===== src/rtl/ahb_ui_traffic_gen.sv =====
`default_nettype none
// ============================================================================
// Module      : ahb_ui_traffic_gen
// Description : Drives write/read bursts onto an AHB master user interface
//               and checks read-back data against the beat index.
// Revision    : 1.0 - initial release
// ============================================================================
module ahb_ui_traffic_gen #(
    parameter int unsigned   DATA_WDT  = 32,
    parameter int unsigned   BEAT_WDT  = 32,
    parameter logic [31:0]   LFSR_SEED = 32'hACE1_0001,
    parameter int unsigned   TIMEOUT   = 1024
) (
    input  logic                i_hclk,
    input  logic                i_hreset_n,
    input  logic                i_start,
    input  logic [1:0]          i_mode,
    input  logic [31:0]         i_base_addr,
    input  logic [BEAT_WDT-1:0] i_num_beats,
    input  logic [2:0]          i_size,
    input  logic                i_gap_en,
    input  logic                i_next,
    output logic [DATA_WDT-1:0] o_data,
    output logic                o_dav,
    output logic [31:0]         o_addr,
    output logic [2:0]          o_size,
    output logic                o_wr,
    output logic                o_rd,
    output logic [BEAT_WDT-1:0] o_min_len,
    output logic                o_cont,
    input  logic [DATA_WDT-1:0] i_rd_data,
    input  logic                i_rd_dav,
    output logic                o_busy,
    output logic                o_done,
    output logic                o_err,
    output logic [15:0]         o_err_cnt,
    output logic [BEAT_WDT-1:0] o_beat_cnt
);

    localparam logic [2:0] S_IDLE     = 3'd0;
    localparam logic [2:0] S_WR_RUN   = 3'd1;
    localparam logic [2:0] S_RD_RUN   = 3'd2;
    localparam logic [2:0] S_RD_DRAIN = 3'd3;
    localparam logic [2:0] S_DONE     = 3'd4;

    // Leaving the drain on this count makes o_done land TIMEOUT cycles after entry.
    localparam logic [31:0] DRAIN_LAST = 32'(TIMEOUT - 2);

    logic [2:0]          state;
    logic [1:0]          mode_q;
    logic [BEAT_WDT-1:0] num_beats_q;
    logic                gap_en_q;
    logic [31:0]         lfsr;
    logic [31:0]         lfsr_next;
    logic [BEAT_WDT-1:0] rd_idx;
    logic [31:0]         drain_timer;
    logic [BEAT_WDT-1:0] accepted;
    logic                last_beat;
    logic                gap_now;
    logic                rd_check;

    assign lfsr_next = {1'b0, lfsr[31:1]} ^ (lfsr[0] ? 32'h8020_0003 : 32'h0000_0000);
    assign accepted  = o_beat_cnt + BEAT_WDT'(o_dav);
    assign last_beat = (accepted == num_beats_q);
    assign gap_now   = gap_en_q && !lfsr[0];
    assign rd_check  = i_rd_dav && ((state == S_RD_RUN) || (state == S_RD_DRAIN));
    assign o_busy    = (state != S_IDLE);

    always_ff @(posedge i_hclk or negedge i_hreset_n) begin
        if (!i_hreset_n) begin
            state       <= S_IDLE;
            mode_q      <= 2'b00;
            num_beats_q <= '0;
            gap_en_q    <= 1'b0;
            lfsr        <= LFSR_SEED;
            rd_idx      <= '0;
            drain_timer <= '0;
            o_data      <= '0;
            o_dav       <= 1'b0;
            o_addr      <= '0;
            o_size      <= '0;
            o_wr        <= 1'b0;
            o_rd        <= 1'b0;
            o_min_len   <= '0;
            o_cont      <= 1'b0;
            o_done      <= 1'b0;
            o_err       <= 1'b0;
            o_err_cnt   <= '0;
            o_beat_cnt  <= '0;
        end else begin
            o_done <= (state == S_DONE);

            if (i_next && (state != S_IDLE)) begin
                lfsr <= lfsr_next;
            end

            if (rd_check) begin
                rd_idx <= rd_idx + 1'b1;
                if (i_rd_data != DATA_WDT'(rd_idx)) begin
                    o_err <= 1'b1;
                    if (o_err_cnt != 16'hFFFF) begin
                        o_err_cnt <= o_err_cnt + 16'd1;
                    end
                end
            end

            case (state)
                S_IDLE: begin
                    if (i_start) begin
                        mode_q      <= i_mode;
                        num_beats_q <= i_num_beats;
                        gap_en_q    <= i_gap_en;
                        o_addr      <= i_base_addr;
                        o_size      <= i_size;
                        o_min_len   <= i_num_beats;
                        o_beat_cnt  <= '0;
                        o_err       <= 1'b0;
                        o_err_cnt   <= '0;
                        rd_idx      <= '0;
                        o_data      <= '0;
                        o_cont      <= 1'b0;
                        if (i_num_beats == '0) begin
                            state <= S_DONE;
                        end else if (i_mode == 2'b01) begin
                            state <= S_RD_RUN;
                            o_rd  <= 1'b1;
                            o_dav <= 1'b1;
                        end else begin
                            state <= S_WR_RUN;
                            o_wr  <= 1'b1;
                            o_dav <= 1'b1;
                        end
                    end
                end

                S_WR_RUN, S_RD_RUN: begin
                    if (i_next) begin
                        if (!(o_wr || o_rd)) begin
                            // Read phase following a write phase: present its first request.
                            o_rd       <= 1'b1;
                            o_dav      <= 1'b1;
                            o_cont     <= 1'b0;
                            o_data     <= '0;
                            o_beat_cnt <= '0;
                        end else begin
                            o_beat_cnt <= accepted;
                            if (last_beat) begin
                                o_wr        <= 1'b0;
                                o_rd        <= 1'b0;
                                o_dav       <= 1'b0;
                                o_cont      <= 1'b0;
                                drain_timer <= '0;
                                if (state == S_RD_RUN) begin
                                    state <= S_RD_DRAIN;
                                end else if (mode_q == 2'b10) begin
                                    state <= S_RD_RUN;
                                end else begin
                                    state <= S_DONE;
                                end
                            end else begin
                                o_cont <= 1'b1;
                                if (gap_now) begin
                                    o_dav <= 1'b0;
                                end else begin
                                    o_dav <= 1'b1;
                                    if (o_wr) begin
                                        o_data <= DATA_WDT'(accepted);
                                    end
                                end
                            end
                        end
                    end
                end

                S_RD_DRAIN: begin
                    if (rd_idx >= num_beats_q) begin
                        state <= S_DONE;
                    end else if (drain_timer == DRAIN_LAST) begin
                        o_err <= 1'b1;
                        state <= S_DONE;
                    end else begin
                        drain_timer <= drain_timer + 32'd1;
                    end
                end

                S_DONE: begin
                    state <= S_IDLE;
                end

                default: begin
                    state <= S_IDLE;
                end
            endcase
        end
    end

endmodule
`default_nettype wire


===== config.mk =====
export PLATFORM = sky130hd
export DESIGN_NAME = ahb_ui_traffic_gen
export DESIGN_NICKNAME = d
export VERILOG_FILES = /design/src/rtl/ahb_ui_traffic_gen.sv
export SDC_FILE = /design/constraint.sdc
export NUM_CORES = 1
export LEC_CHECK = 0
export BUFFER_PORTS_ARGS = -buffer_cell sky130_fd_sc_hd__clkbuf_2
export CORE_ASPECT_RATIO = 1.4
export CORE_UTILIZATION = 40
export DETAILED_ROUTE_END_ITERATION = 12
export PLACE_DENSITY = 0.6
export SYNTH_ARGS = -nofsm -noshare
export SYNTH_HDL_FRONTEND = slang
export SYNTH_SLANG_ARGS = --single-unit

===== constraint.sdc =====
create_clock -name i_hclk -period 3.71 [get_ports i_hclk]
set_clock_uncertainty 0.2 [all_clocks]
set_input_delay 0.742 -clock i_hclk [delete_from_list [all_inputs] [get_ports i_hclk]]
set_output_delay 0.742 -clock i_hclk [all_outputs]
set_load 0.01 [all_outputs]

Word-level counts from Yosys, hierarchy flattened
Cells that the tools add are included.

Add/subtract/negate cells: 4. Order comparisons: 1. Eq/ne operators: 24. Mux-type cells: 67. Bitwise logic cells: 1. Reductions and logical operators: 20.

Operators with widths (number): $mux 32 (17); $pmux 32 s2 (3); $mux 16 (5); $add 32x1->32 const B (2); $add 32x1->32 (1); $eq 32x10->1 const B (1); $eq 32x32->1 (1); $ge 32x32->1 (1); $logic_not 32->1 (1); $ne 32x32->1 (1); $xor 31x32->32 (1); $mux 3 (9); $mux 1 (26); $ne 2x2->1 const B (9); $reduce_and 6->1 (3); $add 16x1->16 const B (1); $ne 16x16->1 const B (1); $ne 3x3->1 const B (4); $pmux 1 s2 (5); $pmux 3 s3 (1); $reduce_and 7->1 (1); $eq 3x2->1 const B (2); $reduce_and 5->1 (1); $reduce_and 4->1 (1); other kinds (15) (19).

Bits in registers: 255. Input port bits: 107. Output and inout port bits: 154. Logic and storage cells: 135.

Logic depth before layout (Yosys ltp)
Depth after elaboration: 7. Mapped depth: 13. Depth with buffers taken out: 11.

Worst setup path after synthesis
Ideal clock, no wire load.

Path kind: register to register. Start point: register o_dav. End point: register drain_timer[1]. Library setup time: 0.128 ns. Data arrival time: 3.113 ns. Required time: 3.382 ns. Path slack: 0.269 ns. Cell stages (with the launch flop): 13. Path buffers: 2. Period minus slack after synthesis: 3.441 ns. Cells stage by stage: dfrtp_1 ha_1 nand2_1 or3_1 buf_6 nor3_4 o221ai_1 or4_4 nor4_1 nand3_1 buf_4 nand2_1 mux2_1.

Cells in the longest elaborated chain, start to end: 4.

Ends and longest elaborated chain: start, declared (RTL line 24) `output logic o_dav,`; start signal, assigned (RTL line 79) `o_dav <= 1'b0;`; start signal, assigned (RTL line 127) `o_dav <= 1'b1;`; start signal, assigned (RTL line 131) `o_dav <= 1'b1;`; $add 32x1->32 (RTL line 63) `assign accepted = o_beat_cnt + BEAT_WDT'(o_dav);`; $eq 32x32->1 (RTL line 64) `assign last_beat = (accepted == num_beats_q);`; $ne 2x2->1 (no line); $reduce_and 6->1 (no line); end signal, assigned (RTL line 182) `drain_timer <= drain_timer + 32'd1;`; end, declared (RTL line 56) `logic [31:0] drain_timer;`.

Every way passes these cells. A chain may end at the register's enable or synchronous reset.

Worst setup path after layout
Same ends and word-level chain as after synthesis.

==> results.yml <==
routing:
  drc: 0
  dr_wl_met2_um: 21300
  vias: 12200
  route.layer.met1.wl_um: 18100
  first_iter_violations: 789
  routed_wl_um: 43600
  met3_length_um: 2310
  antenna_left: 0
  routedWlPerCell_um: 20.0
  first_pass_iters: 5
  top_layer_used: "met4"
  viasPerCell: 5.60
pwr:
  ir_worst_vdd_v: 0.000289
  p_per_area_nw_per_um2: 351
  p_total_mw: 6.02
  p_leak_nw: 8.27
global_route:
  antenna_found_initial: 0
  first_global_vias: 12100
  overflow: 0
  grt_max_degree: 127
  track_usage: 0.244
  grt_pass1_wl_um: 68200
sta:
  whs_ns: -0.00745
  period_share: 0.955
  period_needed_ns: 3.54
  slew_viol_final: 0
  tightest_slew_ns: 1.03
  setup_viol: 0
  relSlewSlack: 0.310
  hold_violations: 2
  rsz0062_at_grt: "false"
  fmax_mhz: 282
  setup_slack_ns: 0.167
  setup_tns_ns: 0
setup_path:
  setup.worst_path.end_class: "flop"
  worstPathArrival_ns: 3.79
  crit_chain: "ha_1 -> nand2_1 -> or3_4 -> o31ai_1 -> o221ai_1 -> or4_4 -> nor4_2 -> nand3_1 -> buf_12 -> nand2_1 -> mux2_1"
  reg2reg_depth: 11
  cp_slowest_cell: "or4_4"
  startpoint: "o_dav$_DFFE_PN0P_"
  cp.required_ns: 3.95
  reg2reg_slack_ns: 0.17
  path_class: "reg -> reg"
  crit_path_start_kind: "flop"
  rr_endpoint: "drain_timer[1]$_DFFE_PN0P_"
  timing.critical_path.buf_inv: 1
  path_delay_family: "simple AND/OR/NAND/NOR gates"
  critPathMaxStageDelay_ns: 0.47
  timing.rr.start: "o_dav$_DFFE_PN0P_"
  path_max_fanout: 40
  cpMostUsedCell: "nand2_1"
clock_network:
  clockBufferDepth: 3
  cts_root_buffer: "clkbuf_16"
  cts_buffers: 27
  clk_latency_ns: 0.56
  hold_buffers: 0
  cts_sinks: 255
  path_clk_slew_ns: 0.07
  cts_tree: "done"
  cts_max_level: 1
logic_synthesis:
  ys_ff_latch: 255
  synth_top_family_by_area: "simple AND/OR/NAND/NOR gates"
  seq_area_frac_synth: 0.456
  syn_inst: 1422
  synth_enable_flop_cells: 0
  synth_compound_area_frac: 0.135
  ys_top_cells_by_area: "dfrtp_1, mux2_2, xor2_1"
  synth-main-ff-cell: "dfrtp_1"
  synth-xor-area-share: 0.0797
  synth-async-reset-ratio: 1.00
  synth.distinct_cells: 79
  ys_warn_count: 0
  synth_mux_area_frac: 0.0618
  synth_area_um2: 14000
  synth.largest_area_cell: "dfrtp_1"
  yosysTopAreaCellShare: 0.439
  synth.avg_cell_area_um2: 9.86
  synth_nets: 1567
  yosys.area_share.simple: 0.192
  synth_fa_ha_area_frac: 0.0339
floorplan:
  ioPinCount: 261
  die-area_um2: 35800
  rows: 80
  floorplan.initialDensity: 0.408
  core_um2: 34300
  die_w_um: 160
  die_y_um: 224
outcome:
  violations: "hold timing"
  status: "finished, violations left"
place:
  place_hpwl_um: 32900
  io_buffers: 260
  finalWeightedCongestion: 0.930
  place_worst_setup_slack_ns: 0.122
  place_inst: 2133
  dpl_cell_area_um2: 16200
final_layout:
  area.growth.synth_to_final_pct: 22.3
  layout.nets: 1859
  diodes: 0
  drive_gt1_frac: 0.289
  fillers: 3256
  finalCoreUtilization: 0.499
  fin_area_um2: 17100
  stdcell_count: 2185
flow_run:
  maxCapViolations: 0
hold_path:
  min_path_type: "in -> async"
-- where the power goes --
part           leakage [nW]  internal [mW]  switching [mW]  total, mW
Sequential             3.22           2.84           0.109       2.95
Clock                 0.413           1.49            1.15       2.64
Combinational          4.63          0.182           0.239      0.421
-- metal layers --
| metal | track usage | up-vias |
|---|---|---|
| met1 | 0.302 | 6018 |
| met4 | 0.113 | 0 |
| met2 | 0.418 | 415 |
| met3 | 0.0344 | 97 |
| met5 | 0 | - |
| li1 | - | 5715 |
-- repair_timing --
item,CTS,global route
endpoints found under the hold margin,0,0
gates resized for setup,0,7
setup buffers,0,3
endpoints found under the setup margin,0,41
-- cells in the final DEF (no fill, tap or decap), drive strengths merged, types with 32 or more instances in the layout --
| cell | count |
|---|---|
| clkbuf | 298 |
| dfrtp | 246 |
| nand2 | 128 |
| nor2 | 112 |
| o21ai | 106 |
| buf | 84 |
| xor2 | 72 |
| mux2 | 69 |
| inv | 54 |
| xnor2 | 53 |
| nand3 | 49 |
| nand4 | 46 |
| a21oi | 40 |
| ha | 38 |
| o2bb2ai | 32 |
| nor4 | 32 |
-- Yosys cell counts, types with 6 or more instances --
master and n:
a31oi_1 7, nor4_1 29, mux2_2 68, a21oi_1 39, o2bb2ai_1 32, o21ai_0 103, nand2b_1 6, dfrtp_1 246
or4_1 7, nor3_1 21, xnor2_1 53, nand4_1 45, and2_1 9, dfstp_2 9, buf_1 7, and3_1 22
inv_1 52, o31ai_1 23, ha_1 38, nand4b_1 9, buf_2 20, a21o_1 14, or3_1 12, and4_1 14
nor2_1 112, nor2b_1 9, xor2_1 72, clkbuf_1 43, nand3_1 44, o211ai_1 14, nand2_1 128, mux2i_1 9
-- worst max-delay path by stage --
| stage | to | slack, ns | cells past startpoint |
|---|---|---|---|
| after floorplan | drain_timer[1]$_DFFE_PN0P_ | 0.27 | 12 |
| after global placement | drain_timer[1]$_DFFE_PN0P_ | 0.15 | 11 |
| after detailed placement | drain_timer[1]$_DFFE_PN0P_ | 0.12 | 11 |
| after CTS | drain_timer[1]$_DFFE_PN0P_ | 0.12 | 11 |
| after global routing | drain_timer[31]$_DFFE_PN0P_ | 0.006 | 12 |
| final | drain_timer[1]$_DFFE_PN0P_ | 0.17 | 11 |
-- cell families after synthesis --
| group | count (synthesis) |
|---|---|
| adders and majority gates | 38 |
| AOI/OAI and AO/OA | 286 |
| muxes | 78 |
| DFF | 255 |
| buffers and inverters | 134 |
| and+or+nand+nor | 505 |
| xor gates and xnor gates | 126 |
-- state kept, by name, indices dropped and copies added, names as in the netlist --
| name | count |
|---|---|
| mode_q | 2 |
| o_wr | 1 |
| o_size | 3 |
| o_done | 1 |
| o_err | 1 |
| gap_en_q | 1 |
| o_rd | 1 |
| num_beats_q | 32 |
| o_dav | 1 |
| o_beat_cnt | 32 |
| lfsr | 32 |
| rd_idx | 32 |
| o_addr | 32 |
| state | 3 |
| o_data | 32 |
| o_cont | 1 |
| drain_timer | 32 |
| o_err_cnt | 16 |
-- final cells by class --
class	instances	area [µm²]	area share
well taps	451	564	0.0329
clock buffers	39	761	0.0444
repair buffers	343	2030	0.119
inverters	54	203	0.0118
multi-input cells	1033	7110	0.414
flip-flops and latches	255	6390	0.373
clock inverters	10	87.6	0.00511
Note: power is estimated with default switching activity, not from simulation.
